===== src/rtl/pc_pkg.sv =====
// Package: pc_pkg
// Purpose: shared types and the per-cycle operation decode for the fetch-stage
//          program counter with its return-address stack.
// Contents:
//   pc_op_t        - the single operation the PC performs in a given cycle
//   pc_prio_decode - collapses the control-decode enable strobes into one op,
//                    applying the fixed priority
//                    Stall > Load > Call > Return > Offset > increment
package pc_pkg;

    typedef enum logic [2:0] {
        PC_HOLD   = 3'd0,
        PC_LOAD   = 3'd1,
        PC_CALL   = 3'd2,
        PC_RET    = 3'd3,
        PC_OFFSET = 3'd4,
        PC_INC    = 3'd5
    } pc_op_t;

    // Exactly one op wins per cycle; lower-priority enables are dropped, so
    // they can never cause a stray push or pop.
    function automatic pc_op_t pc_prio_decode(
        input logic stall,
        input logic load_en,
        input logic call_en,
        input logic ret_en,
        input logic offset_en
    );
        pc_op_t op;
        if (stall)          op = PC_HOLD;
        else if (load_en)   op = PC_LOAD;
        else if (call_en)   op = PC_CALL;
        else if (ret_en)    op = PC_RET;
        else if (offset_en) op = PC_OFFSET;
        else                op = PC_INC;
        return op;
    endfunction

endpackage


===== src/rtl/return_stack.sv =====
// Module: return_stack
// Purpose: circular LIFO of return addresses. A push when full overwrites the
//          oldest entry (the write pointer already points at it) and keeps the
//          depth at DEPTH. The top entry is read combinationally from the
//          pointer so a pop completes in the same cycle it is requested.
// Ports:
//   clk, rst_n  - clock, asynchronous active-low reset (pointer and depth only)
//   push, pop   - one-cycle strobes; caller never asserts both, and never pops
//                 when empty
//   din         - address to push
//   top         - most recently pushed valid entry
//   depth       - number of valid entries, 0..DEPTH
//   full, empty - decoded from the registered depth
module return_stack #(
    parameter int DEPTH = 8,
    parameter int WIDTH = 16
) (
    input  logic                     clk,
    input  logic                     rst_n,
    input  logic                     push,
    input  logic                     pop,
    input  logic [WIDTH-1:0]         din,
    output logic [WIDTH-1:0]         top,
    output logic [$clog2(DEPTH):0]   depth,
    output logic                     full,
    output logic                     empty
);

    localparam int PW = $clog2(DEPTH);
    localparam int DW = PW + 1;

    logic [WIDTH-1:0] mem_q [DEPTH];
    logic [PW-1:0]    wr_ptr_q, wr_ptr_d;
    logic [DW-1:0]    depth_q, depth_d;

    assign full  = (depth_q == DW'(DEPTH));
    assign empty = (depth_q == '0);
    assign depth = depth_q;
    assign top   = mem_q[wr_ptr_q - PW'(1)];

    always_comb begin
        wr_ptr_d = wr_ptr_q;
        depth_d  = depth_q;
        if (push) begin
            wr_ptr_d = wr_ptr_q + PW'(1);
            depth_d  = full ? depth_q : depth_q + DW'(1);
        end else if (pop && !empty) begin
            wr_ptr_d = wr_ptr_q - PW'(1);
            depth_d  = depth_q - DW'(1);
        end
    end

    always_ff @(posedge clk or negedge rst_n) begin
        if (!rst_n) begin
            wr_ptr_q <= '0;
            depth_q  <= '0;
        end else begin
            wr_ptr_q <= wr_ptr_d;
            depth_q  <= depth_d;
        end
    end

    // Storage is intentionally not reset; depth alone defines validity.
    always_ff @(posedge clk) begin
        if (push) begin
            mem_q[wr_ptr_q] <= din;
        end
    end

endmodule


===== src/rtl/pc_call_stack.sv =====
// Module: pc_call_stack
// Purpose: fetch-stage program counter with load, signed relative branch,
//          call/return through an integrated return-address stack, stall and
//          default increment. All outputs are registered or decoded from
//          registers; there is no combinational input-to-output path.
// Ports:
//   Clock, nReset  - rising-edge clock, asynchronous active-low reset
//   Stall          - hold PC, stack and flags (ClearErrors still honoured)
//   LoadEnable     - PC <= LoadValue
//   CallEnable     - push PC+1, PC <= LoadValue
//   ReturnEnable   - PC <= stack top and pop
//   OffsetEnable   - PC <= PC + sign-extended Offset
//   ClearErrors    - clear the sticky Overflow/Underflow flags
//   Offset         - signed relative branch offset
//   LoadValue      - jump/call target
//   CounterValue   - current PC
//   StackDepth     - valid stack entries
//   StackEmpty/Full- decoded from StackDepth
//   Overflow       - sticky: call while full
//   Underflow      - sticky: return while empty
module pc_call_stack
    import pc_pkg::*;
#(
    parameter int               WIDTH        = 16,
    parameter int               OFFSET_WIDTH = 9,
    parameter int               DEPTH        = 8,
    parameter logic [WIDTH-1:0] RESET_VALUE  = '0
) (
    input  logic                           Clock,
    input  logic                           nReset,
    input  logic                           Stall,
    input  logic                           LoadEnable,
    input  logic                           CallEnable,
    input  logic                           ReturnEnable,
    input  logic                           OffsetEnable,
    input  logic                           ClearErrors,
    input  logic signed [OFFSET_WIDTH-1:0] Offset,
    input  logic [WIDTH-1:0]               LoadValue,
    output logic [WIDTH-1:0]               CounterValue,
    output logic [$clog2(DEPTH):0]         StackDepth,
    output logic                           StackEmpty,
    output logic                           StackFull,
    output logic                           Overflow,
    output logic                           Underflow
);

    localparam int EXT = WIDTH - OFFSET_WIDTH;

    pc_op_t           op;
    logic [WIDTH-1:0] pc_q, pc_d;
    logic [WIDTH-1:0] pc_inc;
    logic [WIDTH-1:0] offset_ext;
    logic             ovf_q, ovf_d;
    logic             unf_q, unf_d;
    logic             ovf_set, unf_set;
    logic             stk_push, stk_pop;
    logic [WIDTH-1:0] stk_top;
    logic             stk_full, stk_empty;

    assign op         = pc_prio_decode(Stall, LoadEnable, CallEnable,
                                       ReturnEnable, OffsetEnable);
    assign pc_inc     = pc_q + WIDTH'(1);
    assign offset_ext = {{EXT{Offset[OFFSET_WIDTH-1]}}, Offset};

    always_comb begin
        pc_d     = pc_q;
        stk_push = 1'b0;
        stk_pop  = 1'b0;
        ovf_set  = 1'b0;
        unf_set  = 1'b0;
        case (op)
            PC_HOLD:   pc_d = pc_q;
            PC_LOAD:   pc_d = LoadValue;
            PC_CALL: begin
                pc_d     = LoadValue;
                stk_push = 1'b1;
                ovf_set  = stk_full;
            end
            PC_RET: begin
                // An empty-stack return behaves like a plain increment.
                if (stk_empty) begin
                    pc_d    = pc_inc;
                    unf_set = 1'b1;
                end else begin
                    pc_d    = stk_top;
                    stk_pop = 1'b1;
                end
            end
            PC_OFFSET: pc_d = pc_q + offset_ext;
            default:   pc_d = pc_inc;
        endcase
    end

    // A new error in the same cycle as ClearErrors wins.
    assign ovf_d = (ovf_q & ~ClearErrors) | ovf_set;
    assign unf_d = (unf_q & ~ClearErrors) | unf_set;

    always_ff @(posedge Clock or negedge nReset) begin
        if (!nReset) begin
            pc_q  <= RESET_VALUE;
            ovf_q <= 1'b0;
            unf_q <= 1'b0;
        end else begin
            pc_q  <= pc_d;
            ovf_q <= ovf_d;
            unf_q <= unf_d;
        end
    end

    return_stack #(
        .DEPTH (DEPTH),
        .WIDTH (WIDTH)
    ) u_return_stack (
        .clk   (Clock),
        .rst_n (nReset),
        .push  (stk_push),
        .pop   (stk_pop),
        .din   (pc_inc),
        .top   (stk_top),
        .depth (StackDepth),
        .full  (stk_full),
        .empty (stk_empty)
    );

    assign CounterValue = pc_q;
    assign StackEmpty   = stk_empty;
    assign StackFull    = stk_full;
    assign Overflow     = ovf_q;
    assign Underflow    = unf_q;

endmodule

===== config.mk =====
export PLATFORM = sky130hd
export DESIGN_NAME = pc_call_stack
export DESIGN_NICKNAME = d
export VERILOG_FILES = /design/src/rtl/pc_pkg.sv /design/src/rtl/return_stack.sv /design/src/rtl/pc_call_stack.sv
export SDC_FILE = /design/constraint.sdc
export NUM_CORES = 1
export LEC_CHECK = 0
export CORE_MARGIN = 2
export CORE_UTILIZATION = 28
export CTS_CLUSTER_DIAMETER = 100
export DETAILED_ROUTE_END_ITERATION = 10
export PLACE_DENSITY = 0.46
export SYNTH_ARGS = -nofsm -noshare
export SYNTH_HDL_FRONTEND = slang
export SYNTH_SLANG_ARGS = --single-unit

===== constraint.sdc =====
create_clock -name Clock -period 3.4 [get_ports Clock]
set_clock_uncertainty 0.05 [all_clocks]
set_input_delay 0.68 -clock Clock [delete_from_list [all_inputs] [get_ports Clock]]
set_output_delay 0.68 -clock Clock [all_outputs]
set_load 0.1 [all_outputs]

# Yosys cells after proc, flatten, opt, wreduce, memory -nomap -nowiden
# Memory sizes are Yosys's and may differ from the RTL's.
# Cells that the tools add are included.
# Widths: inputs -> output; s select.
[word_totals] reg_bits=25 latchBits=0 mem_bits_rw=128 mem_bits_ro=0 inputBits=33 elab_cells=50 mem_count=1
[memory_table] memory="u_return_stack.mem_q" words=8 width=16 read_ports=1 rd_ports_with_merged_regs=0 write_ports=1 line="return_stack.sv:32" text="logic [WIDTH-1:0] mem_q [DEPTH];"
[op_classes] n_addsub=6 mul=0 div=0 magnitude_cmp=0 eq_ne=6 shift=0 mux=20 bitwise=5 reduce_logical=7
[ops] op="$pmux 16 s4" n=1
[ops] op="$mux 3" n=6
[ops] op="$add 16x1->16 const B" n=1
[ops] op="$add 16x16->16" n=1
[ops] op="$mux 16" n=1
[ops] op="$mux 4" n=3
[ops] op="$mux 1" n=9
[ops] op="$eq 3x2->1 const B" n=2
[ops] op="$add 4x1->4 const B" n=1
[ops] op="$eq 4x4->1 const B" n=1
[ops] op="$logic_not 4->1" n=1
[ops] op="$sub 4x1->4 const B" n=1
[ops] op="$add 3x1->3 const B" n=1
[ops] op="$eq 3x1->1 const B" n=1
[ops] op="$eq 3x3->1 const B" n=1
[ops] op="$logic_not 3->1" n=1
[ops] op="$sub 3x1->3 const B" n=1
[ops] op="$and 1x1->1" n=2
[ops] op="$ne 2x2->1 const B" n=1
[ops] op="$or 1x1->1" n=2
[ops] op="$reduce_and 2->1" n=1
[ops] op="$reduce_bool 2->1" n=1
[ops] op="$reduce_or 2->1" n=1
[ops] op="$logic_and 1x1->1" n=1
[ops] op="other kinds (2)" n=2

# Longest topological paths before layout
# Gate-level depths: netlist of the first run.
[depth] depth_word=10 mapped_depth=12 ltp_nobuf=9

# Cells and area by module
# From an unflattened synthesis of the first run, not the netlist that was laid out.
[unflattened] cells_unflattened=505 area_unflattened_um2=7422.1
[by_module_without_submodules] mod="return_stack" instances=1 cells_per_inst=249 area_each_um2=5382.7 seq_area_each_um2=4018.9
[by_module_without_submodules] mod="pc_call_stack" instances=1 cells_per_inst=256 area_each_um2=2039.5 seq_area_each_um2=450.4

# Worst setup path after synthesis of the first run
# Ideal clock, no wire load.
[synth_timing] path_kind="register to register" startpoint="register u_return_stack.depth_q[3], in the netlist u_return_stack.depth[3]" endpoint="register u_return_stack.depth_q[1], in the netlist u_return_stack.depth[1]" setup_ps=126 t_arrival_ps=5262 setup_slack_ps=-2038 path_stages_with_launch=4 path_buffers=0 synth_period_minus_slack_ps=5438 path_cell_list="dfrtp_1 -> nor4b_1 -> o21ai_1 -> mux2_2"
[synth_rtl] element="from (decl)" line="return_stack.sv:34" text="logic [DW-1:0] depth_q, depth_d;"
[synth_rtl] element="from (signal assigned)" line="return_stack.sv:59" text="depth_q <= depth_d;"
[synth_rtl] element="$eq 4x4->1" line="return_stack.sv:36" text="assign full = (depth_q == DW'(DEPTH));"
[synth_rtl] element="named net StackFull" line="pc_call_stack.sv:42" text="output logic StackFull,"
[synth_rtl] element="$ne 2x2->1 (no source line)"
[synth_rtl] element="$reduce_and 2->1 (no source line)"
# The timed path passes the listed nets, and every way through them passes these cells.
# A chain may end at the register's enable or synchronous reset.

# Worst setup path in the final report of the first run
[layout_timing] startpoint="input port Offset[0]" endpoint="register pc_q[8], in the netlist CounterValue[8]"
[layout_between] elab_chain_cells=2
[layout_lines] element="from (decl)" line="pc_call_stack.sv:37" text="input logic signed [OFFSET_WIDTH-1:0] Offset,"
[layout_lines] element="$add 16x16->16" line="pc_call_stack.sv:89" text="PC_OFFSET: pc_d = pc_q + offset_ext;"
[layout_lines] element="$pmux 16 s4" line="pc_call_stack.sv:71" text="case (op)"
[layout_lines] element="to (signal assigned)" line="pc_call_stack.sv:104" text="pc_q <= pc_d;"
[layout_lines] element="to (decl)" line="pc_call_stack.sv:50" text="logic [WIDTH-1:0] pc_q, pc_d;"
# Every way passes these cells.

==> summary.md, run 1 <==
| Metric | Value |
|---|---|
| Latest clock arrival within the worst-skew pair | `0.42 ns` |
| FMAX | `343 MHz` |
| Post-CTS Repair Setup Buffers | `0` |
| Starting density of the core | `28.3%` |
| TritonCTS Buffers | `17` |
| Cell count after synthesis | `500` |
| Number of diodes | `0` |
| Final wirelength | `19,100 µm` |
| CP Launch Type | `primary input` |
| Slew headroom | `36.9%` |
| Flop pwr share | `33.6%` |
| Root buffer cell | `clkbuf_16` |
| First-pass GRT wire length | `28,900 µm` |
| Post-CTS Resized | `0` |
| DPL Wire Length | `13,400 µm` |
| Cts hold-fix bufs | `0` |
| Placeable Area | `25,800 µm²` |
| Number of antenna violations at the first check in global routing | `0` |
| Post-synth net total | `555` |
| Post-synth top flop | `edfxtp_1` |
| Slew at the pin with the worst max-slew slack | `0.939 ns` |
| P&R area growth vs syn | `23.9%` |
| Reg clk slew, reported paths | `0.07 ns` |
| Clock share of power | `26.5%` |
| CP Data Required Time | `3.65 ns` |
| Post-synth ARST share | `16.3%` |
| Chip Width | `165 µm` |
| CP startpoint | `Offset[0]` |
| Share of post-route cells with drive strength above 1 | `22.8%` |
| Setup TNS | `0 ns` |
| R2R Path End | `CounterValue[8]` |
| Sequential-to-total area share from yosys stat | `61.4%` |
| Global Route Usage Sum | `14.6%` |
| Pint | `4.56 mW` |
| DR iter-0 viols | `450` |
| Setup violators final | `0` |
| EDFF count, synth | `128` |
| Psw | `2.89 mW` |
| Min Tclk post-route | `2.92 ns` |
| Final Util | `35.0%` |
| Logic pwr share | `39.9%` |
| Synthesized area | `7280 µm²` |
| TritonCTS clock tree | `built` |
| Worst hold start | `Underflow` |
| Status | `complete, no violations` |
| CP bufs+invs | `1` |
| Clock tree sinks | `153` |
| Vias in the first global route | `4,779` |
| Final ANT Viol Nets | `0` |
| Worst vdd ir | `0.000549 V` |
| GP Congestion | `0.824` |
| Pins over their slew limit | `0` |
| Syn Area/Cell | `14.6 µm²` |
| DRC | `0` |
| Top cell by count, worst path | `a21oi_1` |
| Worst R2R Start | `CounterValue[0]` |
| Die Ht | `165 µm` |
| Fin crit share | `85.9%` |
| Final worst slack | `0.480 ns` |
| Worst hold-check path type | `reg -> reg` |
| #FFs+latches synth | `153` |
| Hold Crit Depth | `1` |
| Worst path max stage delay | `0.41 ns` |
| Hold WS | `0.475 ns` |
| CTS Buffer Depth | `2` |
| Yosys warnings | `0` |
| Vias | `4,649` |
| Ports | `57` |
| Number of port buffers | `56` |
| H-tree levels | `4` |
| Grt total ovfl | `0` |
| Worst path slowest cell | `clkdlybuf4s50_1` |
| Largest net degree at the start of global routing | `39` |
| Leak Pwr | `3.15 nW` |
| P per Cell Area | `826 nW/µm²` |
| CP Cell Sequence | `clkdlybuf4s50_1, ha_1, fa_1, a211oi_1, o21bai_1, a221o_1, a21oi_1, xnor2_1, a221oi_1, a21oi_1` |
| R2r setup slk | `0.68 ns` |
| Netlist cell types | `58` |
| Vias/cell | `4.99` |
| Drt wl/cell | `20.5 µm` |
| Pre-antenna DRT Iters | `7` |
| Die area | `27,300 µm²` |
| Max_cap viols | `0` |
| Final hold vios | `0` |
| Net Sw Frac | `38.8%` |
| Critical Path AT | `3.17 ns` |
| Crit path max-delay family | `compound AO/OA/AOI/OAI gates` |
| Hold EP | `Underflow` |
| RSZ-0062 raised after global routing | `false` |
| Reg2Reg Depth | `9` |
| Post-layout nets | `639` |
| Worst Setup Path Type | `in -> reg` |
| Worst Setup End Kind | `flip-flop` |
| Post-Place Worst Slack | `0.0526 ns` |
| Number of core rows | `59` |
| Max FO, Critical Path | `4` |
-- state kept, by name, indices dropped and copies added (netlist names) --
| name | count |
|---|---|
| Underflow | 1 |
| u_return_stack.mem_q | 128 |
| u_return_stack.depth | 4 |
| Overflow | 1 |
| u_return_stack.wr_ptr_q | 3 |
| CounterValue | 16 |
-- cells in the mapped netlist, drive strengths merged (2+ instances only) --
cell     count  area, µm²
a211oi       3       22.5
a21o         9       75.1
a21oi       55        294
a221oi       8       76.3
a32oi        2       17.5
and2         4       25.0
and3         2       12.5
buf         13       81.3
clkbuf       7       26.3
dfrtp       25        626
edfxtp     128       3840
fa           2       40.0
ha          20        250
inv         12       45.0
mux2i       12        120
mux4        32        721
nand2       29        109
nand3       12       65.1
nand4        3       18.8
nor2        23       86.3
nor2b        5       31.3
nor3         8       45.0
nor3b        2       15.0
nor4         2       12.5
o21ai       19       95.1
o221ai       2       23.8
o22ai        4       25.0
o2bb2ai      2       17.5
or2          2       12.5
or3          2       12.5
xnor2       25        219
xor2        10       87.6
-- worst register-to-register path: cells and delay by family (launching register included) --
family	cells	cell delay (ns)
compound gates	6	1.35
fa+ha+maj	2	0.63
flops	1	0.46
xor+xnor	1	0.10
-- final cells by class --
class,count,area [µm²]
sequential,153,4470
clock inverter,15,198
timing repair buffer,85,743
inverter,13,48.8
tap,335,419
clock buffer,17,425
multi-input combinational,314,2710
fill,2467,16700
-- placed cells by master (no fill, tap or decap), types with 17 or more instances in the layout --
| master | netlist | final |
|---|---|---|
| a21oi_1 | 52 | 52 |
| buf_4 | 4 | 51 |
| clkbuf_16 | 0 | 17 |
| clkdlybuf4s50_1 | 0 | 32 |
| dfrtp_1 | 25 | 24 |
| edfxtp_1 | 128 | 128 |
| ha_1 | 20 | 20 |
| mux4_2 | 32 | 32 |
| nand2_1 | 29 | 29 |
| nor2_1 | 23 | 23 |
| o21ai_0 | 18 | 18 |
| xnor2_1 | 25 | 25 |
-- stage by stage --
stage | cell area [µm²] | total power, mW | instances
after floorplan | 7300 | 4.64 | 500
after global placement | 8390 | 5.50 | 900
after detailed placement | 8390 | 5.52 | 900
after CTS | 9020 | 7.51 | 932
after global routing | 9020 | 7.81 | 932
final | 9020 | 7.45 | 932
-- metal layers --
metal  GRT usage [%]  part of all wire [%]
met5               0                     0
met4            4.66                   1.5
met3            3.27                   4.0
met2            24.8                    50
met1            18.6                    45
-- worst max path at each step --
stage                                 endpoint  slack, ns  cells after the start
CTS                           CounterValue[10]       0.50                     10
finish                         CounterValue[8]       0.48                     10
global placement              CounterValue[14]       0.06                     10
floorplan           u_return_stack.mem_q[4][0]       0.32                      5
global route                   CounterValue[8]       0.27                     10
detailed placement            CounterValue[10]       0.05                     10
-- power by group through the flow --
| stage | clock (mW) | sequential [mW] | combinational, mW |
|---|---|---|---|
| finish | 1.97 | 2.50 | 2.97 |
| global route | 2.10 | 2.53 | 3.18 |
| CTS | 2.02 | 2.50 | 2.99 |
| detailed placement | 0 | 2.54 | 2.98 |
| global placement | 0 | 2.53 | 2.97 |
| floorplan | 0 | 2.94 | 1.71 |
-- cells by family after synthesis --
kind of cell / share of synthesized area, %
adders and majority gates: 3.99
DFF: 61.4
AOI/OAI and AO/OA: 10.0
xor gates and xnor gates: 4.21
buffers and inverters: 2.15
muxes: 11.7
and+or+nand+nor: 6.55
Power figures use the tool's default switching activity.
==> run 2, diff against run 1 <==
Settings changed: GPL_TIMING_DRIVEN from default to 0, RECOVER_POWER from default to 50.
Clock period 3.4 ns to 3.7 ns, I/O delays scaled along.
==> run 2 against run 1 <==
  * Cell count increased by 0.32%
  * Routed wire length grew 1.9%
  * Core utilization decreased by 0.16 points
  * Sequential share of layout area rose by 0.21 points
  * Total power down 11%
  * Clock power is 17% lower
  * Worst setup slack got worse by 0.23 ns
  * Via count is 0.67% lower
  * Combinational power down 7.7%
  * Critical path depth up 1
  * Global-route usage increased by 0.37 points
  * Count of clock-buffer cells in the layout is the same
  * Largest power group unchanged
==> summary.md, run 2 (synthesized netlist as in run 1, its figures left out) <==
| Metric | Value |
|---|---|
| DPL Wire Length | `14,500 µm (was 13,400 µm)` |
| Worst path slowest cell | `clkbuf_1 (was clkdlybuf4s50_1)` |
| CP Data Required Time | `3.93 ns (was 3.65 ns)` |
| Setup violators final | `0 (unchanged)` |
| Worst Setup Path Type | `reg -> reg (was in -> reg)` |
| Number of port buffers | `55 (was 56)` |
| Starting density of the core | `28.3% (unchanged)` |
| Hold EP | `Underflow (unchanged)` |
| Most frequent cells in the layout | `128 x edfxtp_1, 52 x a21oi_1, 52 x clkdlybuf4s50_1, 32 x mux4_2, 29 x nand2_1 (was 128 x edfxtp_1, 52 x a21oi_1, 51 x buf_4, 32 x mux4_2, 32 x clkdlybuf4s50_1)` |
| H-tree levels | `4 (unchanged)` |
| Vias in the first global route | `4,797 (was 4,779)` |
| Met2 usage | `26.9% (was 24.8%)` |
| TritonCTS clock tree | `built (unchanged)` |
| Final worst slack | `0.253 ns (was 0.480 ns)` |
| Leak Pwr | `3.08 nW (was 3.15 nW)` |
| Final wirelength | `19,500 µm (was 19,100 µm)` |
| Worst R2R Start | `u_return_stack.wr_ptr_q[0] (was CounterValue[0])` |
| Chip Width | `165 µm (unchanged)` |
| Drt wl/cell | `20.8 µm (was 20.5 µm)` |
| Post-Place Worst Slack | `0.0987 ns (was 0.0526 ns)` |
| R2r setup slk | `0.25 ns (was 0.68 ns)` |
| Placeable Area | `25,800 µm² (unchanged)` |
| R2R Path End | `CounterValue[12] (was CounterValue[8])` |
| DR iter-0 viols | `394 (was 450)` |
| CP Launch Type | `flip-flop (was primary input)` |
| Worst vdd ir | `0.000337 V (was 0.000549 V)` |
| GRT met3 Usage | `2.92% (was 3.27%)` |
| Reg2Reg Depth | `11 (was 9)` |
| Layer with the highest usage | `met2 (unchanged)` |
| Largest Register | `u_return_stack.mem_q (unchanged)` |
| Number of core rows | `59 (unchanged)` |
| Global Route Usage Sum | `15.0% (was 14.6%)` |
| Largest net degree at the start of global routing | `26 (was 39)` |
| Worst hold start | `Underflow (unchanged)` |
| Final ANT Viol Nets | `0 (unchanged)` |
| Fin crit share | `93.2%` |
| Number of diodes | `0 (unchanged)` |
| Hold Crit Depth | `1 (unchanged)` |
| TritonCTS Buffers | `17 (unchanged)` |
| Pre-antenna DRT Iters | `5 (was 7)` |
| Vias/cell | `4.94 (was 4.99)` |
| Worst Setup End Kind | `flip-flop (unchanged)` |
| Met1 GRT Util | `18.4% (was 18.6%)` |
| Top cell by count, worst path | `buf_2 (was a21oi_1)` |
| Hold WS | `0.451 ns (was 0.475 ns)` |
| Clock tree sinks | `153 (unchanged)` |
| First-pass GRT wire length | `29,200 µm (was 28,900 µm)` |
| Slew at the pin with the worst max-slew slack | `1.19 ns (was 0.939 ns)` |
| Ports | `57 (unchanged)` |
| Post-CTS Repair Setup Buffers | `0 (unchanged)` |
| CP bufs+invs | `5 (was 1)` |
| Post-layout nets | `643 (was 639)` |
| Worst hold-check path type | `reg -> reg (unchanged)` |
| Die Ht | `165 µm (unchanged)` |
| Fill cells | `2,467 (unchanged)` |
| Status | `complete, no violations (unchanged)` |
| Vias | `4,618 (was 4,649)` |
| Share of post-route cells with drive strength above 1 | `17.2% (was 22.8%)` |
| FMAX | `290 MHz` |
| Max FO, Critical Path | `10 (was 4)` |
| Placed cell area | `8450 µm² (was 8390 µm²)` |
| P per Cell Area | `741 nW/µm² (was 826 nW/µm²)` |
| Min Tclk post-route | `3.45 ns` |
| Critical Path AT | `3.67 ns (was 3.17 ns)` |
| GP Congestion | `0.856 (was 0.824)` |
| Root buffer cell | `clkbuf_16 (unchanged)` |
| Largest register FFs | `128 (unchanged)` |
| Final hold vios | `0 (unchanged)` |
| Reg clk slew, reported paths | `0.07 ns (about the same)` |
| Grt total ovfl | `0 (unchanged)` |
| Latest clock arrival within the worst-skew pair | `0.43 ns (was 0.42 ns)` |
| DRC | `0 (unchanged)` |
| Max_cap viols | `0 (unchanged)` |
| Slew headroom | `20.6% (was 36.9%)` |
| Die area | `27,300 µm² (unchanged)` |
| Final design area excluding fillers | `8980 µm² (was 9020 µm²)` |
| Crit path max-delay family | `buffers and inverters (was compound AO/OA/AOI/OAI gates)` |
| CP Cell Sequence | `buf_4, buf_2, inv_1, ha_1, buf_2, clkbuf_1, mux4_2, mux2i_1, o21ai_0, a221oi_1, a21oi_1 (was clkdlybuf4s50_1, ha_1, fa_1, a211oi_1, o21bai_1, a221o_1, a21oi_1, xnor2_1, a221oi_1, a21oi_1)` |
| Worst path max stage delay | `0.54 ns (was 0.41 ns)` |
| Most common cell after layout, fill and taps aside | `edfxtp_1 (unchanged)` |
| Number of antenna violations at the first check in global routing | `0 (unchanged)` |
| Pins over their slew limit | `0 (unchanged)` |
| P&R area growth vs syn | `23.3% (was 23.9%)` |
| CTS Buffer Depth | `2 (unchanged)` |
| Cts hold-fix bufs | `0 (unchanged)` |
| RSZ-0062 raised after global routing | `false (unchanged)` |
-- run 2: cell types whose count changed in the layout (fill, tap and decap cells not counted), sizes merged --
| cell | delta |
|---|---|
| clkdlybuf4s50 | +20 |
| buf | -27 |
| bufinv | -1 |
| clkbuf | +8 |
| clkinv | +7 |
| inv | -7 |
| dlygate4sd3 | +2 |
| dlygate4sd2 | +1 |
-- run 2: final cells by class --
type | instances | area [µm²] | area share [%]
plain buffers | 20 | 110 | 1.23
multi-input cells | 314 | 2690 | 29.9
clock buffers | 17 | 425 | 4.74
clock inverters | 14 | 126 | 1.41
well taps | 335 | 419 | 4.67
flip-flops and latches | 153 | 4470 | 49.8
inverters | 13 | 48.8 | 0.544
repair buffers | 69 | 692 | 7.71
-- run 2: layer usage --
layer  part of all wire, %  wire [µm]
met3                   3.6        700
met5                     0          0
met1                    44       8490
met4                   1.3        244
met2                    52      10100
-- run 2: worst register-to-register path, cell delays in order, from the launching register on --
cell and delay, ns:
dfrtp_1 0.42, buf_4 0.26, buf_2 0.33, inv_1 0.12, ha_1 0.29, buf_2 0.21
clkbuf_1 0.55, mux4_2 0.41, mux2i_1 0.23, o21ai_0 0.11, a221oi_1 0.24, a21oi_1 0.06
-- run 2: power by group --
| group | internal [mW] | switching (mW) | total (mW) |
|---|---|---|---|
| Sequential | 2.12 | 0.151 | 2.27 |
| Combinational | 1.03 | 1.72 | 2.74 |
| Clock | 0.926 | 0.708 | 1.63 |
| Total | 4.07 | 2.58 | 6.65 |
-- run 2: repair_timing --
action                     in CTS  in global routing
hold endpoints to repair        0                  0
setup endpoints to repair       1                  5
pin swaps                       0                  0
gates resized for setup         1                  4
-- run 2: how the worst max path moves through the flow --
stage	from	endpoint	slack [ns]	cells past startpoint
final	u_return_stack.wr_ptr_q[0]	CounterValue[12]	0.25	11
after global routing	u_return_stack.wr_ptr_q[0]	CounterValue[12]	0.004	11
after CTS	u_return_stack.wr_ptr_q[0]	CounterValue[13]	0.1	11
after detailed placement	u_return_stack.wr_ptr_q[0]	CounterValue[13]	0.1	11
after global placement	LoadEnable	u_return_stack.mem_q[0][14]	-2.46	5
after floorplan	Stall	u_return_stack.mem_q[0][0]	0.15	5
-- run 2: per-stage QoR --
step | total power [mW] | TNS (ns) | std cells | util [%]
after floorplan | 4.26 | 0 | 500 | -
after global placement | 5.00 | -129.07 | 890 | 32.1
after detailed placement | 5.08 | 0 | 904 | 32.8
after CTS | 6.72 | 0 | 935 | 34.9
after global routing | 6.96 | 0 | 935 | 34.8
final | 6.65 | 0 | 935 | 34.8
